## src/rtl/dds_ddc_center_mul_rs_if.sv

```systemverilog
// ----------------------------------------------------------------------------
// dds_ddc_center_mul_rs_if
//
// Bundle of the data-path and control signals of dds_ddc_center_mul_rs.
// The producer/consumer side uses the master modport, the multiplier itself
// uses the slave modport.
//
// Signals (directions as seen from the slave / multiplier):
//   ce         in   pipeline enable, low holds every pipeline register
//   in_valid   in   qualifies din0 / din1 / in_tag
//   din0       in   unsigned operand, A_WIDTH bits
//   din1       in   signed operand, B_WIDTH bits
//   in_tag     in   sideband tag, TAG_WIDTH bits
//   sat_clr    in   synchronous clear of sat_cnt, independent of ce
//   out_valid  out  result qualifier
//   dout       out  requantised signed result, OUT_WIDTH bits
//   out_tag    out  in_tag delayed in lockstep with the data
//   sat        out  current valid output sample was clipped
//   sat_cnt    out  saturating count of clipped valid outputs
// ----------------------------------------------------------------------------
interface dds_ddc_center_mul_rs_if #(
  parameter int A_WIDTH   = 16,
  parameter int B_WIDTH   = 18,
  parameter int OUT_WIDTH = 18,
  parameter int TAG_WIDTH = 8,
  parameter int CNT_WIDTH = 16
) ();

  logic                        ce;
  logic                        in_valid;
  logic        [A_WIDTH-1:0]   din0;
  logic signed [B_WIDTH-1:0]   din1;
  logic        [TAG_WIDTH-1:0] in_tag;
  logic                        sat_clr;

  logic                        out_valid;
  logic signed [OUT_WIDTH-1:0] dout;
  logic        [TAG_WIDTH-1:0] out_tag;
  logic                        sat;
  logic        [CNT_WIDTH-1:0] sat_cnt;

  modport master (
    output ce, in_valid, din0, din1, in_tag, sat_clr,
    input  out_valid, dout, out_tag, sat, sat_cnt
  );

  modport slave (
    input  ce, in_valid, din0, din1, in_tag, sat_clr,
    output out_valid, dout, out_tag, sat, sat_cnt
  );

endinterface

```

## src/rtl/dds_ddc_center_mul_rs.sv

```systemverilog
// ----------------------------------------------------------------------------
// dds_ddc_center_mul_rs
//
// Pipelined unsigned x signed multiplier for the DDC centre path. The full
// A_WIDTH+B_WIDTH product is arithmetically right-shifted by SHIFT, optionally
// rounded, and saturated to a signed OUT_WIDTH result. A valid/tag sideband
// travels in lockstep with the data, and a sticky-at-max counter records how
// many valid output samples were clipped.
//
// Pipeline (every register advances only while ce = 1):
//   stage 1              : operands, valid and tag registered
//   stage 2              : exact full product
//   stage 3..NUM_STAGE-1 : pure delay, free for DSP/fabric retiming
//   stage NUM_STAGE      : shift, round, saturate, register outputs
// A sample accepted at ce-edge k is on the outputs after ce-edge
// k+NUM_STAGE-1.
//
// Build option:
//   DDS_DDC_MUL_ROUND_EN  defined   : round half up before the shift
//                         undefined : truncate toward minus infinity
//   Latency is the same in both builds.
//
// Ports:
//   clk    clock, single domain
//   reset  asynchronous, active-high; clears all valid bits and outputs
//   bus    dds_ddc_center_mul_rs_if.slave (ce, in_valid, din0, din1, in_tag,
//          sat_clr, out_valid, dout, out_tag, sat, sat_cnt)
//
// Parameter constraints: NUM_STAGE >= 3, 0 <= SHIFT <= A_WIDTH+B_WIDTH-2,
// OUT_WIDTH <= A_WIDTH+B_WIDTH-SHIFT.
// ----------------------------------------------------------------------------
module dds_ddc_center_mul_rs #(
  parameter int A_WIDTH   = 16,
  parameter int B_WIDTH   = 18,
  parameter int OUT_WIDTH = 18,
  parameter int SHIFT     = 15,
  parameter int NUM_STAGE = 4,
  parameter int TAG_WIDTH = 8,
  parameter int CNT_WIDTH = 16
) (
  input logic                    clk,
  input logic                    reset,
  dds_ddc_center_mul_rs_if.slave bus
);

  localparam int PW = A_WIDTH + B_WIDTH;  // exact product width
  localparam int DW = NUM_STAGE - 2;      // stages 2..NUM_STAGE-1

  // --------------------------------------------------------------------------
  // Stage 1: operand capture
  // --------------------------------------------------------------------------
  logic        [A_WIDTH-1:0]   a_q;
  logic signed [B_WIDTH-1:0]   b_q;
  logic        [TAG_WIDTH-1:0] tag_s1;
  logic                        v_s1;

  // --------------------------------------------------------------------------
  // Stage 2..NUM_STAGE-1: product plus retiming delay line. Index 0 holds the
  // freshly formed product, index DW-1 feeds the output stage.
  // --------------------------------------------------------------------------
  logic signed [PW-1:0]        p_pipe   [DW];
  logic        [TAG_WIDTH-1:0] tag_pipe [DW];
  logic        [DW-1:0]        v_pipe;

  // Both operands are extended to the full product width so the multiply is
  // a plain signed PW x PW -> PW operation; the true product always fits.
  logic signed [PW-1:0] a_ext;
  logic signed [PW-1:0] b_ext;
  logic signed [PW-1:0] prod;

  assign a_ext = {{B_WIDTH{1'b0}}, a_q};
  assign b_ext = {{A_WIDTH{b_q[B_WIDTH-1]}}, b_q};
  assign prod  = a_ext * b_ext;

  // NOTE: operand, product and tag registers carry no reset: their contents
  // are only meaningful under a valid bit, and leaving them unreset lets the
  // multiplier map onto DSP input/output registers.
  always_ff @(posedge clk) begin
    if (bus.ce) begin
      a_q         <= bus.din0;
      b_q         <= bus.din1;
      tag_s1      <= bus.in_tag;
      p_pipe[0]   <= prod;
      tag_pipe[0] <= tag_s1;
      for (int i = 1; i < DW; i++) begin
        p_pipe[i]   <= p_pipe[i-1];
        tag_pipe[i] <= tag_pipe[i-1];
      end
    end
  end

  // Valid bits do reset, so in-flight samples are discarded on reset and no
  // stale out_valid can appear after release.
  always_ff @(posedge clk or posedge reset) begin
    if (reset) begin
      v_s1   <= 1'b0;
      v_pipe <= '0;
    end else if (bus.ce) begin
      v_s1      <= bus.in_valid;
      v_pipe[0] <= v_s1;
      for (int i = 1; i < DW; i++) begin
        v_pipe[i] <= v_pipe[i-1];
      end
    end
  end

  // --------------------------------------------------------------------------
  // Final stage: shift / round / saturate
  // --------------------------------------------------------------------------
  // One extra bit of headroom so the rounding add can never wrap.
  logic signed [PW:0] p_ext;
  logic signed [PW:0] q;

  assign p_ext = {p_pipe[DW-1][PW-1], p_pipe[DW-1]};

`ifdef DDS_DDC_MUL_ROUND_EN
  generate
    if (SHIFT > 0) begin : g_round
      localparam logic signed [PW:0] HALF = (PW+1)'(1) <<< (SHIFT - 1);
      assign q = (p_ext + HALF) >>> SHIFT;
    end else begin : g_no_shift
      assign q = p_ext;
    end
  endgenerate
`else
  assign q = p_ext >>> SHIFT;
`endif

  // q fits the output range exactly when every bit from the output sign bit
  // upward is identical; otherwise clip toward the sign of q.
  logic [PW-OUT_WIDTH+1:0] q_upper;
  logic                    ovf;
  logic [OUT_WIDTH-1:0]    clip_val;
  logic [OUT_WIDTH-1:0]    d_next;
  logic                    v_last;

  assign q_upper  = q[PW:OUT_WIDTH-1];
  assign ovf      = ~((&q_upper) | ~(|q_upper));
  assign clip_val = {q[PW], {(OUT_WIDTH-1){~q[PW]}}};
  assign d_next   = ovf ? clip_val : q[OUT_WIDTH-1:0];
  assign v_last   = v_pipe[DW-1];

  // NOTE: every register in this file is written with non-blocking
  // assignments so all stages sample their inputs from before the edge.
  always_ff @(posedge clk or posedge reset) begin
    if (reset) begin
      bus.out_valid <= 1'b0;
      bus.dout      <= '0;
      bus.out_tag   <= '0;
      bus.sat       <= 1'b0;
    end else if (bus.ce) begin
      bus.out_valid <= v_last;
      bus.dout      <= d_next;
      bus.out_tag   <= tag_pipe[DW-1];
      // Invalid beats still flow through dout/out_tag but never flag sat.
      bus.sat       <= v_last & ovf;
    end
  end

  // --------------------------------------------------------------------------
  // Saturation event counter: sticks at all-ones, clear has priority and is
  // honoured even while ce is low.
  // --------------------------------------------------------------------------
  logic sat_evt;

  assign sat_evt = bus.ce & v_last & ovf;

  always_ff @(posedge clk or posedge reset) begin
    if (reset) begin
      bus.sat_cnt <= '0;
    end else if (bus.sat_clr) begin
      bus.sat_cnt <= '0;
    end else if (sat_evt && (bus.sat_cnt != {CNT_WIDTH{1'b1}})) begin
      bus.sat_cnt <= bus.sat_cnt + CNT_WIDTH'(1);
    end
  end

endmodule
```

## src/flat_wrapper.sv

```systemverilog
// flat-port wrapper written by rule: the top's interface ports become plain ports
module dds_ddc_center_mul_rs_flat 
#(
  parameter int A_WIDTH   = 16,
  parameter int B_WIDTH   = 18,
  parameter int OUT_WIDTH = 18,
  parameter int SHIFT     = 15,
  parameter int NUM_STAGE = 4,
  parameter int TAG_WIDTH = 8,
  parameter int CNT_WIDTH = 16
)
  (clk, reset, bus_ce, bus_in_valid, bus_din0, bus_din1, bus_in_tag, bus_sat_clr, bus_out_valid, bus_dout, bus_out_tag, bus_sat, bus_sat_cnt);
  dds_ddc_center_mul_rs_if #(.A_WIDTH(A_WIDTH), .B_WIDTH(B_WIDTH), .OUT_WIDTH(OUT_WIDTH), .TAG_WIDTH(TAG_WIDTH), .CNT_WIDTH(CNT_WIDTH)) bus_i ();
  input logic clk;
  input logic reset;
  input wire logic [$bits(bus_i.ce)-1:0] bus_ce;
  input wire logic [$bits(bus_i.in_valid)-1:0] bus_in_valid;
  input wire logic [$bits(bus_i.din0)-1:0] bus_din0;
  input wire logic [$bits(bus_i.din1)-1:0] bus_din1;
  input wire logic [$bits(bus_i.in_tag)-1:0] bus_in_tag;
  input wire logic [$bits(bus_i.sat_clr)-1:0] bus_sat_clr;
  output wire logic [$bits(bus_i.out_valid)-1:0] bus_out_valid;
  output wire logic [$bits(bus_i.dout)-1:0] bus_dout;
  output wire logic [$bits(bus_i.out_tag)-1:0] bus_out_tag;
  output wire logic [$bits(bus_i.sat)-1:0] bus_sat;
  output wire logic [$bits(bus_i.sat_cnt)-1:0] bus_sat_cnt;
  assign bus_i.ce = bus_ce;
  assign bus_i.in_valid = bus_in_valid;
  assign bus_i.din0 = bus_din0;
  assign bus_i.din1 = bus_din1;
  assign bus_i.in_tag = bus_in_tag;
  assign bus_i.sat_clr = bus_sat_clr;
  assign bus_out_valid = bus_i.out_valid;
  assign bus_dout = bus_i.dout;
  assign bus_out_tag = bus_i.out_tag;
  assign bus_sat = bus_i.sat;
  assign bus_sat_cnt = bus_i.sat_cnt;
  dds_ddc_center_mul_rs #(.A_WIDTH(A_WIDTH), .B_WIDTH(B_WIDTH), .OUT_WIDTH(OUT_WIDTH), .SHIFT(SHIFT), .NUM_STAGE(NUM_STAGE), .TAG_WIDTH(TAG_WIDTH), .CNT_WIDTH(CNT_WIDTH)) u_core (.clk(clk), .reset(reset), .bus(bus_i));
endmodule
```

## config.mk

```make
export PLATFORM = sky130hd
export DESIGN_NAME = dds_ddc_center_mul_rs_flat
export DESIGN_NICKNAME = d
export VERILOG_FILES = /design/src/rtl/dds_ddc_center_mul_rs_if.sv /design/src/rtl/dds_ddc_center_mul_rs.sv /design/src/flat_wrapper.sv
export SDC_FILE = /design/constraint.sdc
export NUM_CORES = 1
export LEC_CHECK = 0
export BUFFER_PORTS_ARGS = -buffer_cell sky130_fd_sc_hd__buf_2
export CAP_MARGIN = 20
export CORE_UTILIZATION = 65
export CTS_BUF_LIST = sky130_fd_sc_hd__clkbuf_4
export DETAILED_ROUTE_END_ITERATION = 16
export HOLD_SLACK_MARGIN = 0.1
export PLACE_DENSITY = 0.84
export RECOVER_POWER = 25
export SETUP_SLACK_MARGIN = 0.1
export SYNTH_ARGS = -nofsm -noshare
export SYNTH_HDL_FRONTEND = slang
export SYNTH_SLANG_ARGS = --single-unit
```

## constraint.sdc

```tcl
create_clock -name clk -period 9.08 [get_ports clk]
set_clock_uncertainty 0.1 [all_clocks]
set_input_delay 1.362 -clock clk [delete_from_list [all_inputs] [get_ports clk]]
set_output_delay 1.362 -clock clk [all_outputs]
set_load 0.05 [all_outputs]
```

==> results.yml <==
timing:
  fmax_mhz: 145
  slew_headroom_pct: -56.9
  fin_ws_ns: 2.19
  finalCritPeriodShare_pct: 75.9
  hold_viol: 0
  rsz0062_at_grt: "false"
  final-max-slew-violation-count: 45
  worstMarginPinSlew_ns: 2.35
  period_needed_ns: 6.89
  setup_viol: 0
  setup_tns_ns: 0
job:
  cap_violations: 1
route:
  via_per_inst: 5.60
  route.detailed.drc: 0
  final_antenna_net_count: 0
  drt_iter0_markers: 737
  first_pass_iters: 5
  post_drt_wl_per_cell_um: 17.6
  vias: 10678
  wl_mm: 33.5
hold_path:
  hold_end: "u_core.p_pipe[0][65]$_DFFE_PP_"
  worstHoldPathCells: 0
  hp-class: "register to register"
  min-delay-start: "u_core.p_pipe[0][31]$_DFFE_PP_"
cts:
  cts_root_buf: "clkbuf_4"
  cts_htree_levels: 4
  clockBufferDepth: 2
  cts_resized: 0
  cts_made_buffers: 17
  clkSlewWorstSetupHoldPaths_ns: 0.16
  cts_setup_buffers: 0
  cts_sinks: 143
  tritoncts: "yes"
  holdBufCountCts: 0
  clock_latency_ns: 0.60
yosys:
  synthCells: 1528
  avgSynthCellArea_um2: 10.3
  synth_top_cell_area_share_pct: 36.2
  synth_edf_count: 96
  yosysSeqAreaShare_pct: 25.7
  synth_area_leaders: "fa_1 (36%), edfxtp_1 (18%), inv_1 (8.5%)"
  ys_ff_latch: 143
  yosysTopAreaCell: "fa_1"
  syn_nets: 1948
  syn_area_um2: 15800
  yosys_warnings: 0
  synth_cell_types: 58
  yosys-top-cells-count: "inv_1 (357), fa_1 (286), nand2_1 (186), and2_1 (120), edfxtp_1 (96)"
  yosys_most_used_dff: "edfxtp_1"
  yosysMostFrequentCell: "inv_1"
  ys_async_sr_fraction_pct: 32.9
final_layout:
  fin_util_pct: 70.7
  multi_input_area_um2: 10100
  num-nets-final: 1995
  fillers: 1746
  drive_above_1_share_pct: 9.19
  final_cell_area_um2: 16700
  seq_area_um2: 4060
  syn_to_final_growth_pct: 5.94
die:
  die_w_um: 158
  design.core.area_um2: 23700
  ios: 91
  die_area_um2: 24900
  die-height_um: 158
  start_util_pct: 66.7
  num_rows: 56
worst_setup_path:
  r2r_setup_slack_ns: 2.19
  crit_type: "register to register"
  crit_slowest_cell: "fa_1"
  arrival_ns: 7.21
  cpMostUsedCell: "fa_1"
  required_ns: 9.39
  cp_max_fo: 18
  end_kind: "register"
  rr_worst_depth: 16
  worstReg2RegEnd: "u_core.p_pipe[0][30]$_DFFE_PP_"
  max_stage_delay_ns: 0.80
  path_cells: "nand2_1 -> fa_1 -> fa_1 -> inv_1 -> fa_1 -> fa_1 -> fa_1 -> inv_1 -> fa_1 -> inv_1 -> ha_1 -> and4_1 -> a221oi_1 -> nand2_1 -> or4_1 -> o311ai_1"
  cp-start-kind: "register"
  r2r-start: "u_core.a_q[2]$_DFFE_PP_"
placement:
  hpwl_mm: 25.8
  gp_congestion: 0.889
  place_area_um2: 16400
  place_ws_ns: 2.28
  port-buffer-count: 90
outcome:
  status: "finished, violations left"
  violations: "capacitance limit, slew limit"
global_routing:
  grt_pass1_vias: 11788
  grt_start_max_net_pins: 96
  overflow: 0
  grtUsageTotal_pct: 30.2
  antenna_found_initial: 1
  grt_pass1_wl_mm: 56.1
## how the worst max path moves through the flow
| stage | from | end | slack (ns) | depth (start not counted) |
|---|---|---|---|---|
| 6_report | u_core.a_q[2]$_DFFE_PP_ | u_core.p_pipe[0][30]$_DFFE_PP_ | 2.19 | 16 |
| 3_5_place_dp | u_core.a_q[2]$_DFFE_PP_ | u_core.p_pipe[0][30]$_DFFE_PP_ | 2.28 | 16 |
| 2_1_floorplan | u_core.a_q[3]$_DFFE_PP_ | u_core.p_pipe[0][30]$_DFFE_PP_ | 2.85 | 18 |
| 4_1_cts | u_core.a_q[2]$_DFFE_PP_ | u_core.p_pipe[0][30]$_DFFE_PP_ | 2.21 | 16 |
| 3_3_place_gp | u_core.a_q[2]$_DFFE_PP_ | u_core.p_pipe[0][30]$_DFFE_PP_ | 2.47 | 16 |
| 5_1_grt | u_core.a_q[2]$_DFFE_PP_ | u_core.p_pipe[0][30]$_DFFE_PP_ | 1.82 | 16 |
## cell usage in the layout, fill, tap and decap left out, types with 3 or more instances in the layout
master	count
inv_8	3
nand3b_1	4
mux2i_1	5
a211oi_1	8
o2111ai_1	3
o21a_1	3
xor2_1	15
a21oi_1	58
nor2_1	43
nor3_1	3
xnor2_1	22
nand2b_1	6
edfxtp_1	96
buf_4	3
fa_1	286
dfrtp_1	47
a21o_1	5
ha_1	87
inv_1	357
nand3_1	12
a31oi_1	5
clkbuf_4	17
inv_6	7
o21ai_0	16
o21bai_1	4
nand4_1	6
and2_1	120
buf_2	89
and4_1	6
nand2_1	186
and3_1	6
o211ai_1	3
nor2b_1	3
or3_1	5
mux2_2	12
## critical path, delay by kind of cell (launching register included)
| family | cells | cell delay, ns |
|---|---|---|
| AO/OA/AOI/OAI | 2 | 0.61 |
| adder cells (fa/ha/maj) | 7 | 3.63 |
| buffers and inverters | 3 | 0.39 |
| flip-flops | 1 | 0.78 |
| AND/OR/NAND/NOR | 4 | 1.20 |
## flip-flops by register name (all words and copies together), names as in the netlist
signal	count
u_core.bus.sat	1
u_core.p_pipe	38
u_core.a_q	16
u_core.tag_s1	8
u_core.tag_pipe	16
u_core.bus.out_valid	1
u_core.v_s1	1
u_core.v_pipe	2
u_core.bus.dout	18
u_core.b_q	18
u_core.bus.sat_cnt	16
u_core.bus.out_tag	8
## logic make-up (layout without fill, tap and decap cells)
logic type               Yosys count  after routing  share of synthesized area, %
AO/OA/AOI/OAI                    124            124                          5.11
XOR/XNOR                          37             37                          2.05
adder cells (fa/ha/maj)          373            373                          43.1
buffers and inverters            423            483                          10.1
flip-flops                       143            143                          25.7
multiplexers                      17             17                          1.17
other                              0              1                             0
AND/OR/NAND/NOR                  411            411                          12.7
## through the flow
stage                     instances  hold WS [ns]
after detailed placement       1873         0.305
final                          1908         0.319
after CTS                      1905         0.319
after floorplan                1528         0.300
after global placement         1873         0.302
after global routing           1908         0.323
## final cells by class
class / instances / area share [%]
multi-input cells: 962 / 60.6
clock inverters: 15 / 1.10
well taps: 319 / 2.38
repair buffers: 94 / 2.88
diodes: 1 / 0.0149
clock buffers: 17 / 0.762
flip-flops and latches: 143 / 24.2
inverters: 357 / 8.00
## metal layers
layer	track usage (%)	up-vias	part of all wire [%]
li1	-	4733	-
met1	34.7	5436	37
met2	53.1	369	52
met3	4.74	140	5.3
met4	18.3	0	5.7
met5	0	-	0
Power is not shown: default switching activity piles up to over one toggle a cycle in this logic, so the estimate is an artifact.
